<file path="src/rtl/mem_stage_lsu_pkg.sv">
// Shared encodings and helpers for the MEM-stage load/store unit.
// Lane/enable helpers are used by both the top and the load formatter.
package mem_stage_lsu_pkg;

    localparam logic [2:0] DM_WORD   = 3'b000;
    localparam logic [2:0] DM_HALF   = 3'b001;
    localparam logic [2:0] DM_HALF_U = 3'b010;
    localparam logic [2:0] DM_BYTE   = 3'b011;
    localparam logic [2:0] DM_BYTE_U = 3'b100;

    localparam logic [1:0] WD_ALU = 2'b00;
    localparam logic [1:0] WD_MEM = 2'b01;
    localparam logic [1:0] WD_PC  = 2'b10;

    typedef enum logic {
        ST_IDLE   = 1'b0,
        ST_ACCESS = 1'b1
    } lsu_state_e;

    // Undefined dmtype codes fall through to word behaviour everywhere.
    function automatic logic [3:0] store_be(input logic [2:0] dmtype, input logic [1:0] addr_lo);
        case (dmtype)
            DM_HALF, DM_HALF_U: return addr_lo[1] ? 4'b1100 : 4'b0011;
            DM_BYTE, DM_BYTE_U: return 4'b0001 << addr_lo;
            default:            return 4'b1111;
        endcase
    endfunction

    function automatic logic [31:0] store_data(input logic [2:0] dmtype, input logic [31:0] wdata);
        case (dmtype)
            DM_HALF, DM_HALF_U: return {2{wdata[15:0]}};
            DM_BYTE, DM_BYTE_U: return {4{wdata[7:0]}};
            default:            return wdata;
        endcase
    endfunction

    function automatic logic is_misaligned(input logic [2:0] dmtype, input logic [1:0] addr_lo);
        case (dmtype)
            DM_HALF, DM_HALF_U: return addr_lo[0];
            DM_BYTE, DM_BYTE_U: return 1'b0;
            default:            return addr_lo != 2'b00;
        endcase
    endfunction

endpackage

</file>
<file path="src/rtl/mem_stage_lsu_load_fmt.sv">
// Load formatter: picks the byte/half lane from the read word and extends it.
// Half lanes use addr[1] only, so odd half addresses read the aligned half.
module lsu_load_fmt
    import mem_stage_lsu_pkg::*;
(
    input  logic [31:0] rdata,
    input  logic [1:0]  addr_lo,
    input  logic [2:0]  dmtype,
    output logic [31:0] data
);

    logic [7:0]  lane [4];
    logic [7:0]  byte_sel;
    logic [15:0] half_sel;

    genvar gi;
    generate
        for (gi = 0; gi < 4; gi++) begin : g_lane
            assign lane[gi] = rdata[8*gi +: 8];
        end
    endgenerate

    assign byte_sel = lane[addr_lo];
    assign half_sel = addr_lo[1] ? rdata[31:16] : rdata[15:0];

    always_comb begin
        data = rdata;
        case (dmtype)
            DM_HALF:   data = {{16{half_sel[15]}}, half_sel};
            DM_HALF_U: data = {16'h0000, half_sel};
            DM_BYTE:   data = {{24{byte_sel[7]}}, byte_sel};
            DM_BYTE_U: data = {24'h000000, byte_sel};
            default:   data = rdata;
        endcase
    end

endmodule

</file>
<file path="src/rtl/mem_stage_lsu.sv">
// MEM-stage load/store unit: req/ack data-memory access, load formatting, MEM/WB register.
// Define LSU_MISALIGN_TRAP_EN to flag misaligned half/word accesses instead of issuing them.
module mem_stage_lsu
    import mem_stage_lsu_pkg::*;
#(
    parameter int AW = 32,
    parameter int DW = 32
) (
    input  logic          clk,
    input  logic          rst,
    input  logic          in_valid,
    input  logic [AW-1:0] in_addr,
    input  logic [DW-1:0] in_wdata,
    input  logic [4:0]    in_rd,
    input  logic          in_regwrite,
    input  logic          in_memwrite,
    input  logic          in_memread,
    input  logic [1:0]    in_wdsel,
    input  logic [2:0]    in_dmtype,
    output logic          stall,
    output logic          mem_req,
    output logic          mem_we,
    output logic [AW-1:0] mem_addr,
    output logic [3:0]    mem_be,
    output logic [DW-1:0] mem_wdata,
    input  logic [DW-1:0] mem_rdata,
    input  logic          mem_ack,
    output logic          wb_valid,
    output logic [4:0]    wb_rd,
    output logic          wb_regwrite,
    output logic [1:0]    wb_wdsel,
    output logic [DW-1:0] wb_alu,
    output logic [DW-1:0] wb_load,
    output logic          misalign
);

    lsu_state_e    state_reg, state_next;
    logic [AW-1:0] addr_reg;
    logic [DW-1:0] wdata_reg;
    logic [2:0]    dmtype_reg;
    logic [4:0]    rd_reg;
    logic          regwrite_reg, we_reg, read_reg;
    logic [1:0]    wdsel_reg;

    logic          wb_valid_next, wb_regwrite_next, misalign_next;
    logic [4:0]    wb_rd_next;
    logic [1:0]    wb_wdsel_next;
    logic [DW-1:0] wb_alu_next, wb_load_next, fmt_data;
    logic          mem_op, trap, latch_en, in_access;

    assign mem_op    = in_valid & (in_memread | in_memwrite);
    assign in_access = (state_reg == ST_ACCESS);

`ifdef LSU_MISALIGN_TRAP_EN
    assign trap = mem_op & is_misaligned(in_dmtype, in_addr[1:0]);
`else
    assign trap = 1'b0;
`endif

    lsu_load_fmt u_fmt (
        .rdata   (mem_rdata),
        .addr_lo (addr_reg[1:0]),
        .dmtype  (dmtype_reg),
        .data    (fmt_data)
    );

    always_comb begin
        state_next       = state_reg;
        latch_en         = 1'b0;
        stall            = 1'b0;
        wb_valid_next    = 1'b0;
        wb_rd_next       = '0;
        wb_regwrite_next = 1'b0;
        wb_wdsel_next    = '0;
        wb_alu_next      = '0;
        wb_load_next     = '0;
        misalign_next    = 1'b0;
        case (state_reg)
            ST_IDLE: begin
                if (trap) begin
                    wb_valid_next = 1'b1;
                    wb_rd_next    = in_rd;
                    wb_wdsel_next = in_wdsel;
                    wb_alu_next   = in_addr;
                    misalign_next = 1'b1;
                end else if (mem_op) begin
                    latch_en   = 1'b1;
                    stall      = 1'b1;
                    state_next = ST_ACCESS;
                end else begin
                    wb_valid_next    = in_valid;
                    wb_rd_next       = in_rd;
                    wb_regwrite_next = in_regwrite;
                    wb_wdsel_next    = in_wdsel;
                    wb_alu_next      = in_addr;
                end
            end
            ST_ACCESS: begin
                // Dropping stall in the ack cycle lets EX/MEM advance on the same edge.
                stall = !mem_ack;
                if (mem_ack) begin
                    state_next       = ST_IDLE;
                    wb_valid_next    = 1'b1;
                    wb_rd_next       = rd_reg;
                    wb_regwrite_next = regwrite_reg;
                    wb_wdsel_next    = wdsel_reg;
                    wb_alu_next      = addr_reg;
                    wb_load_next     = read_reg ? fmt_data : '0;
                end
            end
            default: state_next = ST_IDLE;
        endcase
    end

    always_ff @(posedge clk) begin
        if (rst) begin
            state_reg    <= ST_IDLE;
            addr_reg     <= '0;
            wdata_reg    <= '0;
            dmtype_reg   <= '0;
            rd_reg       <= '0;
            regwrite_reg <= 1'b0;
            we_reg       <= 1'b0;
            read_reg     <= 1'b0;
            wdsel_reg    <= '0;
            wb_valid     <= 1'b0;
            wb_rd        <= '0;
            wb_regwrite  <= 1'b0;
            wb_wdsel     <= '0;
            wb_alu       <= '0;
            wb_load      <= '0;
        end else begin
            state_reg <= state_next;
            if (latch_en) begin
                addr_reg     <= in_addr;
                wdata_reg    <= in_wdata;
                dmtype_reg   <= in_dmtype;
                rd_reg       <= in_rd;
                regwrite_reg <= in_regwrite;
                we_reg       <= in_memwrite & ~in_memread;
                read_reg     <= in_memread;
                wdsel_reg    <= in_wdsel;
            end
            wb_valid    <= wb_valid_next;
            wb_rd       <= wb_rd_next;
            wb_regwrite <= wb_regwrite_next;
            wb_wdsel    <= wb_wdsel_next;
            wb_alu      <= wb_alu_next;
            wb_load     <= wb_load_next;
        end
    end

`ifdef LSU_MISALIGN_TRAP_EN
    logic misalign_reg;
    always_ff @(posedge clk) begin
        if (rst) misalign_reg <= 1'b0;
        else     misalign_reg <= misalign_next;
    end
    assign misalign = misalign_reg;
`else
    assign misalign = 1'b0;
`endif

    // Bus outputs are quiet outside ACCESS so a reset or idle cycle shows all zeros.
    assign mem_req   = in_access;
    assign mem_we    = in_access & we_reg;
    assign mem_addr  = in_access ? {addr_reg[AW-1:2], 2'b00} : '0;
    assign mem_be    = !in_access ? 4'b0000 :
                       we_reg     ? store_be(dmtype_reg, addr_reg[1:0]) : 4'b1111;
    assign mem_wdata = (in_access & we_reg) ? store_data(dmtype_reg, wdata_reg) : '0;

endmodule

</file>
<file path="config.mk">
export PLATFORM = sky130hd
export DESIGN_NAME = mem_stage_lsu
export DESIGN_NICKNAME = d
export VERILOG_FILES = /design/src/rtl/mem_stage_lsu_pkg.sv /design/src/rtl/mem_stage_lsu_load_fmt.sv /design/src/rtl/mem_stage_lsu.sv
export SDC_FILE = /design/constraint.sdc
export NUM_CORES = 1
export LEC_CHECK = 0
export ABC_AREA = 0
export ABC_CLOCK_PERIOD_IN_PS = 1880
export BUFFER_PORTS_ARGS = -buffer_cell sky130_fd_sc_hd__buf_2
export CAP_MARGIN = 20
export CORE_MARGIN = 5
export CORE_UTILIZATION = 51
export DETAILED_ROUTE_END_ITERATION = 10
export PLACE_DENSITY_LB_ADDON = 0.1
export REMOVE_ABC_BUFFERS = 1
export SETUP_SLACK_MARGIN = 0.02
export SYNTH_ARGS = -nofsm -noshare
export SYNTH_HDL_FRONTEND = slang
export SYNTH_HIERARCHICAL = 1
export SYNTH_SLANG_ARGS = --single-unit
</file>
<file path="constraint.sdc">
create_clock -name clk -period 1.88 [get_ports clk]
set_clock_uncertainty 0.05 [all_clocks]
set_input_delay 0 -clock clk [delete_from_list [all_inputs] [get_ports clk]]
set_output_delay 0 -clock clk [all_outputs]
set_load 0.02 [all_outputs]
</file>
* Word level (Yosys, flattened, before mapping)
Cells that the tools add are included.
** Storage, ports and cells
- Register bits :: 151
- Input port bits :: 113
- Word-level logic and storage cells :: 66
** Operators by class
- Order comparisons :: 1
- Equality and inequality tests :: 4
- Shifts and indexed selects :: 1
- Mux-type cells :: 32
- Bitwise logic cells :: 9
- Reductions and logical operators :: 4
** Operator list (number)
- $mux W32 :: 4
- $pmux W32 S2 :: 2
- $pmux W32 S4 :: 1
- $bmux W8 S2 :: 1
- $mux W16 :: 1
- $mux W8 :: 2
- $mux W4 :: 3
- $mux W5 :: 2
- $pmux W5 S2 :: 1
- $pmux W1 S2 :: 4
- $pmux W4 S2 :: 1
- $mux W1 :: 7
- $eq A3 B2 Y1 const B :: 2
- $mux W2 :: 2
- $not A1 Y1 :: 4
- $pmux W2 S2 :: 1
- $reduce_or A2 Y1 :: 2
- $reduce_or A4 Y1 :: 1
- $shl A1 B2 Y4 const A :: 1
- $and A1 B1 Y1 :: 3
- $eq A3 B1 Y1 const B :: 1
- $eq A3 B3 Y1 const B :: 1
- $ge A3 B3 Y1 const B :: 1
- $not A2 Y3 :: 1
- other kinds (2) :: 2

* Logic depth before layout (Yosys ltp)
Gate-level depths: netlist of the first run.
- Depth after elaboration :: 5
- Depth in mapped cells :: 8
- Gate-level depth less buffers :: 5

* Hierarchy
The synthesis of the first run kept the hierarchy.
** Modules (own cells, without submodules)
- mem_stage_lsu :: times used 1, cells each 778, area an instance 6676.4 um2
- lsu_load_fmt :: times used 1, cells each 120, area an instance 843.3 um2

* Worst setup path before layout of the first run
No wires, ideal clock.
- Path type :: register to register
- From :: register addr_reg[1]
- To :: register wb_load[24]
- Arrival time :: 1550 ps
- Slack :: 165 ps
- Stages on the path, launching flop included :: 9
- Path buffers :: 3
- Cell sequence :: dfxtp_1 > buf_6 > mux2i_1 > mux2_4 > nor2b_2 > buf_6 > buf_8 > a21o_1 > and2_1
** Between the ends
- Longest elaborated chain between the ends :: 5
** RTL lines
- from (decl) :: RTL line mem_stage_lsu.sv:38 : logic [AW-1:0] addr_reg;
- from (signal assigned) :: RTL line mem_stage_lsu.sv:135 : addr_reg <= in_addr;
- $not A2 Y3 (implied by the code) :: RTL line mem_stage_lsu_load_fmt.sv:23 : assign byte_sel = lane[addr_lo];
- $bmux W8 S2 :: RTL line mem_stage_lsu_load_fmt.sv:23
- $mux W8 (implied by the code) (2 in series) :: RTL line mem_stage_lsu_load_fmt.sv:23
- $pmux W32 S4 * :: RTL line mem_stage_lsu_load_fmt.sv:28 : case (dmtype)
- via fmt_data[24] :: RTL line mem_stage_lsu.sv:48 : logic [DW-1:0] wb_alu_next, wb_load_next, fmt_data;
- to (signal assigned) :: RTL line mem_stage_lsu.sv:149 : wb_load <= wb_load_next;
- to (decl) :: RTL line mem_stage_lsu.sv:33 : output logic [DW-1:0] wb_load,
The timed path passes the listed nets; every way through them passes the cells marked *. The select of a mux whose other input is x is not followed.
A chain may end at the register's enable or synchronous reset.

* Final worst setup path of the first run
- From :: register dmtype_reg[0]
- To :: output port mem_be[0]
** Between the ends
- Longest elaborated chain between the ends :: 5
** RTL lines
- from (decl) :: RTL line mem_stage_lsu.sv:40 : logic [2:0] dmtype_reg;
- from (signal assigned) :: RTL line mem_stage_lsu.sv:137 : dmtype_reg <= in_dmtype;
- $eq A3 B2 Y1 (tied with other cells) :: RTL line mem_stage_lsu_pkg.sv:22 : case (dmtype)
- $reduce_or A2 Y1 :: RTL line mem_stage_lsu_pkg.sv:22
- $pmux W4 S2 * :: RTL line mem_stage_lsu_pkg.sv:22
- $mux W4 * :: RTL line mem_stage_lsu.sv:169 : we_reg ? store_be(dmtype_reg, addr_reg[1:0]) : 4'b1111;
- $mux W4 * :: RTL line mem_stage_lsu.sv:168 : assign mem_be = !in_access ? 4'b0000 :
- to (decl) :: RTL line mem_stage_lsu.sv:24 : output logic [3:0] mem_be,
Mark *: on every way between the ends. The rest lies on a longest branch, timed or not.

==> impl_metrics.env, run 1 <==
export IMPL_diodes=0
export IMPL_clock_latency_ns=0.43
export IMPL_yosysTopAreaCellShare_pct=40.2
export IMPL_final_setup_worst_slack_ns=-0.0168
export IMPL_grt_pass1_wl_mm=41.5
export IMPL_dr_total_vias=8395
export IMPL_finish_utilization_pct=76.9
export IMPL_cts_sinks=151
export IMPL_end_kind="output port"
export IMPL_antenna_left=0
export IMPL_core_area_um2=14500
export IMPL_final_setup_tns_ns=-0.0496
export IMPL_fin_crit_sh_pct=101
export IMPL_overflow=0
export IMPL_worstPathCellList="buf_12, or3_4, a31oi_4, a21o_1, buf_6"
export IMPL_cts_buffer_depth=2
export IMPL_slowest_delay_ns=0.38
export IMPL_drive_gt1_share_pct=33.5
export IMPL_initial_core_util_pct=51.9
export IMPL_finalHoldViolCount=0
export IMPL_crit_arrival_ns=1.85
export IMPL_hold_class="input pin to flop"
export IMPL_p_per_area_nw_per_um2=784
export IMPL_netlist_top_cells_count="dfxtp_1 (151), nand3_1 (100), a21oi_1 (91), o21ai_0 (90), and2_1 (80)"
export IMPL_post_drt_wl_per_cell_um=18.6
export IMPL_yosys_top_cells_area="dfxtp_1 (40%), and2_1 (6.7%), nand3_1 (6.7%)"
export IMPL_yosysTopAreaCell="dfxtp_1"
export IMPL_yosysMostFrequentCell="dfxtp_1"
export IMPL_cp_required_ns=1.83
export IMPL_critical_path_slowest_cell="or3_4"
export IMPL_first_pass_iters=7
export IMPL_dieArea_um2=17300
export IMPL_grt_max_degree=120
export IMPL_grt_usage_pct=28.5
export IMPL_routed_wl_mm=26.6
export IMPL_die_x_um=131
export IMPL_violations="setup timing"
export IMPL_period_needed_ns=1.90
export IMPL_drc=0
export IMPL_clockRootBuffer="clkbuf_16"
export IMPL_first_global_vias=8060
export IMPL_netlist_cell_type_count=62
export IMPL_tritoncts="done"
export IMPL_ys_seq_elements=151
export IMPL_path_class="flop to output port"
export IMPL_seq_area_frac_synth_pct=40.2
export IMPL_viasPerCell=5.86
export IMPL_critical_path_top_delay_family="compound AO/OA/AOI/OAI gates"
export IMPL_die_h_um=131
export IMPL_max_cap_violations=0
export IMPL_rows=44
export IMPL_gp_congestion=0.880
export IMPL_syn_to_final_growth_pct=48.2
export IMPL_worst_setup_path_start_kind="flop"
export IMPL_drv_slew=0
export IMPL_dp_hpwl_mm=15.3
export IMPL_cts_buffers=17
export IMPL_worst_path_buf_inv=2
export IMPL_path_max_fanout=11
export IMPL_setup_violations=5
export IMPL_synthCells=898
export IMPL_holdWs_ns=0.0252
export IMPL_synth_edf_count=0
export IMPL_worst_slew_pin_slew_ns=0.549
export IMPL_fmax_mhz=527
export IMPL_port_buffers=254
export IMPL_antenna_found_initial=1
export IMPL_first_iter_violations=860
export IMPL_final_nets=1348
export IMPL_yosys_warnings=6
export IMPL_syn_area_um2=7520
export IMPL_path_clk_slew_ns=0.06
export IMPL_slew_limit_headroom_pct=63.4
export IMPL_leakage_nw=4.89
export IMPL_htreeDepth=4
export IMPL_synthFlopType="dfxtp_1"
export IMPL_rsz0062_at_grt="yes"
export IMPL_outcome="finished, violations left"
export IMPL_max_vdd_ir_drop_mv=0.664
export IMPL_async_flop_share_pct=0
export IMPL_syn_avg_cell_area_um2=8.37
export IMPL_pin_count=258
==> cell families (layout without fill, tap and decap cells) <==
group                      Yosys count  after routing  synth area share, %
xor gates and xnor gates             2              2                0.483
DFF                                151            151                 40.2
adders and majority gates            7              7                0.932
AOI/OAI and AO/OA                  316            316                 26.1
and+or+nand+nor                    288            289                 21.5
other                                1              3               0.0499
muxes                               13             13                 1.80
buffers and inverters              120            467                 8.89
==> stage by stage <==
| stage | instance area (um^2) | power [mW] | worst slack, ns | std cells |
|---|---|---|---|---|
| 3_3_place_gp | 8810 | 4.85 | 0.119 | 1275 |
| 2_1_floorplan | 6930 | 4.27 | -1.98 | 799 |
| 3_5_place_dp | 8810 | 4.86 | 0.0268 | 1275 |
| 6_report | 11100 | 8.74 | -0.0168 | 1432 |
| 5_1_grt | 11100 | 9.04 | -0.0770 | 1432 |
| 4_1_cts | 10800 | 8.62 | -0.0263 | 1422 |
==> cell usage in the layout, fill, tap and decap left out, types with 10 or more instances in the layout <==
master	count
o21ai_0	85
buf_2	232
a21o_1	19
buf_12	10
inv_1	16
and2_1	80
buf_6	18
mux2i_1	11
nand3_1	94
dlygate4sd3_1	106
a211oi_2	12
a32oi_1	40
clkbuf_16	19
o21ai_1	17
a21oi_1	83
nor2_1	46
dfxtp_1	147
buf_4	47
==> worst reg2reg max path, stage by stage (launching register included) <==
cell      delay, ns
dfxtp_2        0.34
buf_6          0.13
buf_4          0.16
or4b_4         0.55
o31ai_4        0.14
nand3_1        0.16
o221ai_1       0.11
and2_1         0.17
==> report_power, final <==
group	internal [mW]	switching, mW	total, mW
registers	3.35	0.107	3.46
clock network	2.02	1.54	3.55
logic	0.779	0.952	1.73
total	6.14	2.59	8.74
==> layout make-up <==
| cell class | count | area [um^2] |
|---|---|---|
| Multi-Input combinational cell | 630 | 4130 |
| Sequential cell | 151 | 3040 |
| Timing Repair Buffer | 416 | 3060 |
| Tap cell | 184 | 230 |
| Inverter | 19 | 75.1 |
| Fill cell | 1033 | 3340 |
| Clock inverter | 15 | 186 |
| Clock buffer | 17 | 425 |
==> per-layer routing <==
layer / vias to the layer above / wire length, um / GRT usage [%]
met4: 2 / 590 / 8.80
li1: 3913 / - / -
met5: - / 13 / 0
met3: 57 / 2370 / 8.45
met2: 501 / 12700 / 46.6
met1: 3922 / 10900 / 36.5
==> repair_timing <==
action                                  in CTS  in global routing
gates resized for setup                     53                 63
hold endpoints to repair                   142                  0
endpoints found under the setup margin      39                 37
setup buffers                                8                  8
gates cloned                                 2                  2
pin swaps                                    7                 20
hold buffers                               106                  0
==> path summary, 6_finish.rpt <==
| check | from | endpoint | slack, ns | cells after the start |
|---|---|---|---|---|
| min reg2reg | wdata_reg[20] | wdata_reg[20] | 0.43 | 2 |
| max reg2reg | dmtype_reg[1] | wb_load[5] | 0.03 | 7 |
| min | mem_rdata[10] | wb_load[2] | 0.03 | 4 |
| max | dmtype_reg[0] | mem_be[0] | -0.02 | 5 |
(Power assumes the default switching activity.)
==> run 2, diff against run 1 <==
Settings changed: RECOVER_POWER set to 25.
==> run 2 against run 1 <==
Compared with the run above:
- the flow still finishes with violations (setup timing)
- cell count stayed put
- worst setup slack worse by 0.013 ns
- global-route usage stayed put
- fmax is 0.69% lower
- critical endpoint is now mem_be[2]
- largest power group unchanged
==> impl_metrics.env, run 2 (synthesis gave the netlist of run 1 again) <==
export IMPL_outcome="finished, violations left"
export IMPL_violations="setup timing"
export IMPL_worst_slew_pin_slew_ns=0.549
export IMPL_overflow=0
export IMPL_antenna_left=0
export IMPL_drv_slew=0
export IMPL_syn_to_final_growth_pct=47.0
export IMPL_cts_buffers=17
export IMPL_grt_max_degree=120
export IMPL_period_needed_ns=1.91
export IMPL_rsz0062_at_grt="yes"
export IMPL_dr_total_vias=8380
export IMPL_hold_depth=4
export IMPL_first_pass_iters=7
export IMPL_port_buffers=254
export IMPL_die_x_um=131
export IMPL_dieArea_um2=17300
export IMPL_initial_core_util_pct=51.9
export IMPL_path_max_fanout=11
export IMPL_end_kind="output port"
export IMPL_final_nets=1348
export IMPL_drive_gt1_share_pct=28.1
export IMPL_hold_class="input pin to flop"
export IMPL_final_setup_worst_slack_ns=-0.0300
export IMPL_crit_arrival_ns=1.86
export IMPL_setup_violations=7
export IMPL_first_iter_violations=793
export IMPL_slew_limit_headroom_pct=63.4
export IMPL_fill_cells=1077
export IMPL_worstReg2RegStart="dmtype_reg[1]"
export IMPL_dpl_instance_area_um2=8810
export IMPL_leakage_nw=4.61
export IMPL_worstHoldEndpoint="wb_load[2]"
export IMPL_critical_path_slowest_cell="or3_4"
export IMPL_cts_sinks=151
export IMPL_cts_buffer_depth=2
export IMPL_grt_usage_pct=28.5
export IMPL_critical_path_top_delay_family="compound AO/OA/AOI/OAI gates"
export IMPL_reg2reg_to="wb_load[5]"
export IMPL_clock_latency_ns=0.43
export IMPL_max_vdd_ir_drop_mv=0.672
export IMPL_core_area_um2=14500
export IMPL_worstPathCellList="buf_12, or3_4, a31oi_4, a31o_2, buf_6"
export IMPL_tritoncts="done"
export IMPL_diodes=0
export IMPL_layout_common_cells="buf_2 (165), dfxtp_1 (147), dlygate4sd3_1 (106)"
export IMPL_fmax_mhz=524
export IMPL_slowest_delay_ns=0.38
export IMPL_first_global_vias=8060
export IMPL_pin_count=258
export IMPL_place_ws_ns=0.0268
export IMPL_clockRootBuffer="clkbuf_16"
export IMPL_rows=44
export IMPL_htreeDepth=4
export IMPL_die_h_um=131
export IMPL_worst_setup_path_start_kind="flop"
export IMPL_cp_required_ns=1.83
export IMPL_min_from="mem_rdata[10]"
export IMPL_path_clk_slew_ns=0.06
export IMPL_viasPerCell=5.85
export IMPL_instances_no_fill=1432
export IMPL_routed_wl_mm=26.6
export IMPL_grt_pass1_wl_mm=41.5
export IMPL_dp_hpwl_mm=15.3
export IMPL_reg2regPathDepth=7
export IMPL_layout_commonest_cell="buf_2"
export IMPL_fin_crit_sh_pct=102
export IMPL_reg2reg_slack_ns=0.04
export IMPL_worst_path_buf_inv=2
export IMPL_max_cap_violations=0
export IMPL_gp_congestion=0.880
export IMPL_finalHoldViolCount=0
export IMPL_placed_cells=1275
export IMPL_post_drt_wl_per_cell_um=18.6
export IMPL_p_per_area_nw_per_um2=790
export IMPL_drc=0
export IMPL_path_class="flop to output port"
export IMPL_antenna_found_initial=1
export IMPL_final_area_um2=11100
==> run 2: changes by cell type in the layout (fill, tap and decap cells not counted) <==
cell / before / now
clkbuf_1: 0 / 67
buf_2: 232 / 165
==> run 2: layer usage <==
layer  GRT usage [%]  part of all wire [%]  vias up
li1                -                     -     3904
met1            36.5                    41     3962
met5               0                 0.049        -
met2            46.6                    48      456
met4            8.80                   2.1        2
met3            8.45                   8.7       56
==> run 2: worst max-delay path by stage <==
stage | from | endpoint | slack, ns | depth (start not counted)
after global placement | addr_reg[1] | wb_load[30] | 0.12 | 5
after global routing | dmtype_reg[0] | mem_be[0] | -0.08 | 5
after detailed placement | addr_reg[1] | wb_load[20] | 0.03 | 5
final | dmtype_reg[0] | mem_be[2] | -0.03 | 5
after floorplan | mem_req | we_reg | -1.98 | 3
after CTS | dmtype_reg[1] | mem_wdata[27] | -0.03 | 6
==> run 2: worst register-to-register path, cell delays in order, from the launching register on <==
cell and delay [ns]:
dfxtp_2 0.34, buf_6 0.13, buf_4 0.16, or4b_4 0.55, o31ai_4 0.14, nand3_1 0.16, o221ai_1 0.10, and2_1 0.16
==> run 2: power breakdown <==
group | switching, mW | internal, mW
clock network | 1.54 | 2.01
registers | 0.108 | 3.35
logic | 0.952 | 0.766
==> run 2: timing repair <==
item,CTS,global route
cloned,2,2
hold buffers,106,0
endpoints found under the setup margin,39,37
resized for setup,53,63
buffers inserted,8,8
hold endpoints to repair,142,0
pin swaps,7,20
==> run 2: final cells by class <==
cell class              count  area, um^2  share of cell area, %
clock buffers              17         425                   3.85
flip-flops and latches    151        3040                   27.5
multi-input cells         630        4130                   37.3
inverters                  19        75.1                  0.679
well taps                 184         230                   2.08
repair buffers            416        2980                   26.9
clock inverters            15         186                   1.69
==> run 2: per-stage QoR <==
| step | TNS, ns | total power, mW | util (%) | hold slack (ns) |
|---|---|---|---|---|
| 2_1_floorplan | -206.91 | 4.27 | - | 0.0191 |
| 3_3_place_gp | 0 | 4.85 | 60.9 | 0.206 |
| 3_5_place_dp | 0 | 4.86 | 60.9 | 0.209 |
| 4_1_cts | -0.163 | 8.62 | 74.6 | 0.00130 |
| 5_1_grt | -0.892 | 9.02 | 76.4 | 0.0320 |
| 6_report | -0.103 | 8.73 | 76.4 | 0.0237 |
